[config.mk]
export PLATFORM = sky130hd
export DESIGN_NAME = ifetch_ctrl
export DESIGN_NICKNAME = d
export VERILOG_FILES = /design/src/rtl/ifetch_ctrl_pkg.sv /design/src/rtl/ifetch_pc_reg.sv /design/src/rtl/ifetch_ctrl.sv
export SDC_FILE = /design/constraint.sdc
export NUM_CORES = 1
export LEC_CHECK = 0
export CORE_UTILIZATION = 53
export CTS_CLUSTER_SIZE = 14
export DETAILED_ROUTE_END_ITERATION = 10
export PLACE_DENSITY = 0.92
export SETUP_SLACK_MARGIN = 0.3
export SLEW_MARGIN = 25
export SYNTH_ARGS = -nofsm -noshare
export SYNTH_HDL_FRONTEND = slang
export SYNTH_HIERARCHICAL = 1
export SYNTH_SLANG_ARGS = --single-unit
[constraint.sdc]
create_clock -name clk -period 4.2 [get_ports clk]
set_input_delay 0.84 -clock clk [delete_from_list [all_inputs] [get_ports clk]]
set_output_delay 0.84 -clock clk [all_outputs]
set_load 0.05 [all_outputs]
[src/rtl/ifetch_ctrl_pkg.sv]
// Shared definitions for the instruction fetch controller: state encoding,
// reset/step defaults and the word-alignment mask for branch targets.
package ifetch_ctrl_pkg;

  typedef enum logic [1:0] {
    IDLE = 2'd0,
    REQ  = 2'd1,
    OUT  = 2'd2
  } state_t;

  localparam logic [31:0] RESET_PC_DEF = 32'h0000_0000;
  localparam int unsigned STEP_DEF     = 4;
  localparam logic [31:0] ALIGN_MASK   = 32'hFFFF_FFFC;

endpackage

[src/rtl/ifetch_pc_reg.sv]
// Program counter register: async active-low reset to RESET_PC, loads d
// when load is high, otherwise holds.
module ifetch_pc_reg #(
  parameter int              ADDR_W   = 32,
  parameter logic [ADDR_W-1:0] RESET_PC = '0
) (
  input  logic              clk,
  input  logic              rst_n,
  input  logic              load,
  input  logic [ADDR_W-1:0] d,
  output logic [ADDR_W-1:0] q
);

  always_ff @(posedge clk or negedge rst_n) begin
    if (!rst_n) begin
      q <= RESET_PC;
    end else if (load) begin
      q <= d;
    end
  end

endmodule

[src/rtl/ifetch_ctrl.sv]
// Instruction fetch controller: req/ack word reads at the current PC, registered
// instruction/PC handoff to decode, stall hold and branch redirect.
module ifetch_ctrl
  import ifetch_ctrl_pkg::*;
#(
  parameter int                ADDR_W   = 32,
  parameter logic [ADDR_W-1:0] RESET_PC = ADDR_W'(RESET_PC_DEF),
  parameter int unsigned       STEP     = STEP_DEF
) (
  input  logic              clk,
  input  logic              rst_n,
  output logic [ADDR_W-1:0] imem_addr,
  output logic              imem_req,
  input  logic              imem_ack,
  input  logic [ADDR_W-1:0] imem_rdata,
  input  logic              br_taken,
  input  logic [ADDR_W-1:0] br_target,
  input  logic              stall,
  output logic [ADDR_W-1:0] instr,
  output logic [ADDR_W-1:0] instr_pc,
  output logic              instr_valid
);

  localparam logic [ADDR_W-1:0] STEP_W = ADDR_W'(STEP);
  localparam logic [ADDR_W-1:0] MASK_W = ~ADDR_W'(~ALIGN_MASK);

  state_t            state_q, state_d;
  logic              discard_q, discard_d;
  logic [ADDR_W-1:0] pend_q, pend_d;
  logic [ADDR_W-1:0] instr_d, instr_pc_d;
  logic              valid_d;
  logic              pc_load;
  logic [ADDR_W-1:0] pc, pc_d, target;

  assign target    = br_target & MASK_W;
  assign imem_addr = pc;

  ifetch_pc_reg #(
    .ADDR_W   (ADDR_W),
    .RESET_PC (RESET_PC)
  ) u_pc_reg (
    .clk   (clk),
    .rst_n (rst_n),
    .load  (pc_load),
    .d     (pc_d),
    .q     (pc)
  );

  always_ff @(posedge clk or negedge rst_n) begin
    if (!rst_n) begin
      state_q     <= IDLE;
      discard_q   <= 1'b0;
      pend_q      <= '0;
      instr       <= '0;
      instr_pc    <= '0;
      instr_valid <= 1'b0;
    end else begin
      state_q     <= state_d;
      discard_q   <= discard_d;
      pend_q      <= pend_d;
      instr       <= instr_d;
      instr_pc    <= instr_pc_d;
      instr_valid <= valid_d;
    end
  end

  // A redirect during an outstanding read is parked in pend_q so the address
  // stays stable until memory acks; the stale data is then dropped.
  always_comb begin
    state_d    = state_q;
    discard_d  = discard_q;
    pend_d     = pend_q;
    instr_d    = instr;
    instr_pc_d = instr_pc;
    valid_d    = instr_valid;
    pc_load    = 1'b0;
    pc_d       = pc + STEP_W;
    imem_req   = 1'b0;
    case (state_q)
      IDLE: begin
        state_d = REQ;
        if (br_taken) begin
          pc_load = 1'b1;
          pc_d    = target;
        end
      end
      REQ: begin
        imem_req = 1'b1;
        if (imem_ack) begin
          if (br_taken) begin
            pc_load   = 1'b1;
            pc_d      = target;
            discard_d = 1'b0;
          end else if (discard_q) begin
            pc_load   = 1'b1;
            pc_d      = pend_q;
            discard_d = 1'b0;
          end else begin
            instr_d    = imem_rdata;
            instr_pc_d = pc;
            pc_load    = 1'b1;
            valid_d    = 1'b1;
            state_d    = OUT;
          end
        end else if (br_taken) begin
          pend_d    = target;
          discard_d = 1'b1;
        end
      end
      OUT: begin
        if (br_taken) begin
          valid_d = 1'b0;
          pc_load = 1'b1;
          pc_d    = target;
          state_d = REQ;
        end else if (!stall) begin
          valid_d = 1'b0;
          state_d = REQ;
        end
      end
      default: state_d = IDLE;
    endcase
  end

endmodule

==> out/qor.csv <==
metric;value;unit
pin_count;167;
grt_pass1_vias;5598;
yosys.area.top_type;dfrtp_1;
syn_nets;728;
crit_top_cell;a22oi_1;
grt.total_usage;28.9;%
htree_levels;4;
synthTopCellsByCount;217 x nand2_1, 130 x dfrtp_1, 30 x mux2_4;
arrival;3.46;ns
clk_pin_slew;0.05;ns
period_needed;3.11;ns
cts_resized;0;
synth_cell_types;56;
hpwl;11.7;mm
drive_gt1_share;13.5;%
critPathTopFamily;buffers and inverters;
yosysMostFrequentCell;nand2_1;
cts.path.max_buffers;2;
drc;0;
worstHoldEndpoint;instr[14];
cp_slowest_cell;clkdlybuf4s50_1;
r2r_start;u_pc_reg/q[5];
coreArea;12100;um2
ys_warn_count;6;
fmax;322;MHz
finalPower;7.96;mW
post_cts_buffers;0;
tightest_slew;0.864;ns
fillCellCount;788;
synthCells;658;
grt_max_degree;107;
ant_nets;0;
io_buffers;164;
antenna_found_initial;0;
hold_depth;2;
layout.nets;892;
setup_viol;0;
hp-start;instr[14];
async_flop_share;100;%
drv_slew;0;
clock_tree.root_cell;clkbuf_16;
synth-seq-cells;130;
gp_congestion;0.842;
p_per_area;891;nW/um2
cp-end-kind;register;
grt_pass1_wl;28.4;mm
slew_headroom;42.2;%
r2r_end;u_pc_reg/q[28];
seqCellArea;3250;um2
r2r_setup_slack;1.46;ns
netlist_area;6570;um2
ctsHoldBuffers;0;
vias_per_cell;5.65;
status;completed;
placed_cell_area;8360;um2
chipHeight;113;um
dp.cells;971;
stdcell_count;1003;
leakage;3.98;nW
fin_tns_setup;0;ns
ys_seq_area_share;49.5;%
irDropWorstVdd;0.539;mV
dr.pass1.iters;6;
path_cells;clkdlybuf4s50_1, buf_4, inv_1, nor2_1, a22oi_1, a22oi_1, mux2_4;
cts_tree;yes;
ys_top_cells_by_area;dfrtp_1 50%, nand2_1 12%, mux2_4 6.9%;
area_growth;36.1;%
slowest_delay;0.75;ns
via_count;5665;
netlist.area_leader.share;49.5;%
die_w;113;um
cts_buffers;17;
synthFlopType;dfrtp_1;
ff2ff_path_depth;6;
fin_area;8940;um2
drt-initial-drc-count;654;
rsz0062_at_grt;false;
multi_input_area;3110;um2
synth_edf_count;0;
fin_crit_sh;74.0;%
die_area;12800;um2
start_util;54.5;%
insertion_delay;0.42;ns
fp-row-count;40;
hold_violations;0;
start_kind;input pin;
cp_max_fo;15;
path_buf_inv;3;
post-route-util;74.1;%
grt.overflow.total;0;
cap_violations;0;
clock_skew;0.0104;ns
cp_data_required_time;4.55;ns
wl;17.8;mm
wire_per_inst;17.8;um
numClockSinks;130;
critPathKind;in -> reg;
syn_area_per_cell;9.98;um2
hold_class;reg -> reg;
n_antenna_cell;0;
-- per-stage QoR --
| stage | hold WS [ns] | setup WS, ns |
|---|---|---|
| 4_1_cts | 0.475 | 1.13 |
| 5_1_grt | 0.499 | 0.994 |
| 3_5_place_dp | 0.461 | 0.703 |
| 6_report | 0.471 | 1.09 |
| 2_1_floorplan | 0.459 | 1.62 |
| 3_3_place_gp | 0.456 | 0.771 |
-- sequential cells by signal, summed over array words and instances (netlist names) --
signal       count
state_q          2
instr_pc        32
instr           32
discard_q        1
instr_valid      1
u_pc_reg/q      32
pend_q          30
-- where the power goes --
part / total [mW] / internal, mW / switching (mW)
Combinational: 4.12 / 1.55 / 2.57
Sequential: 2.40 / 1.82 / 0.587
Clock: 1.44 / 0.914 / 0.529
-- kinds of logic (layout without fill, tap and decap cells) --
logic type      after synthesis  count (layout)  synth area share [%]
buf+inv                      39             216                  3.45
xor+xnor                     27              27                  3.60
fa+ha+maj                     1               1                 0.190
mux                          66              66                  13.0
flops                       130             130                  49.5
compound gates               99              99                  10.1
simple gates                296             296                  20.2
-- worst register-to-register path, cell delays in order, from the launching register on --
cell	delay (ns)
dfrtp_1	0.49
nand4_2	0.44
nor4_4	0.70
nand4_1	0.20
xnor2_1	0.16
a221o_2	0.39
mux2_4	0.26
-- per-layer routing --
layer	GRT usage (%)	wire [um]	vias up
li1	-	-	2602
met1	35.8	7220	2738
met2	48.1	8770	272
met3	7.12	1290	53
met4	12.5	555	0
met5	0	0	-
-- how the worst max path moves through the flow --
| stage | to | slack (ns) | cells after the start | startpoint |
|---|---|---|---|---|
| global placement | u_pc_reg/q[26] | 0.77 | 7 | br_taken |
| detailed placement | u_pc_reg/q[17] | 0.70 | 7 | br_taken |
| floorplan | u_pc_reg/q[28] | 1.62 | 7 | u_pc_reg/q[2] |
| finish | u_pc_reg/q[17] | 1.09 | 7 | br_taken |
| CTS | imem_req | 1.13 | 2 | state_q[0] |
| global route | u_pc_reg/q[17] | 0.99 | 7 | br_taken |
-- cell usage in the layout (no fill, tap or decap), types with 5 or more instances in the layout --
cell type and n:
a22oi_1 28, dfrtp_1 130, nand3_1 11, xnor2_1 16
buf_4 16, xor2_1 11, mux2_2 19, nand4_1 8
nand2_1 216, mux2_1 13, clkdlybuf4s50_1 163, o21ai_0 21
nor2_1 28, clkinv_2 5, a21oi_1 10, mux2_4 30
clkbuf_16 17, o22ai_1 18
-- final cells by class --
class | instances | share of cell area, %
Tap cell | 168 | 2.35
Clock inverter | 10 | 1.20
Sequential cell | 130 | 36.4
Multi-Input combinational cell | 489 | 34.8
Inverter | 4 | 0.168
Clock buffer | 22 | 5.30
Timing Repair Buffer | 180 | 19.7
Note: power is estimated with default switching activity, not from simulation.
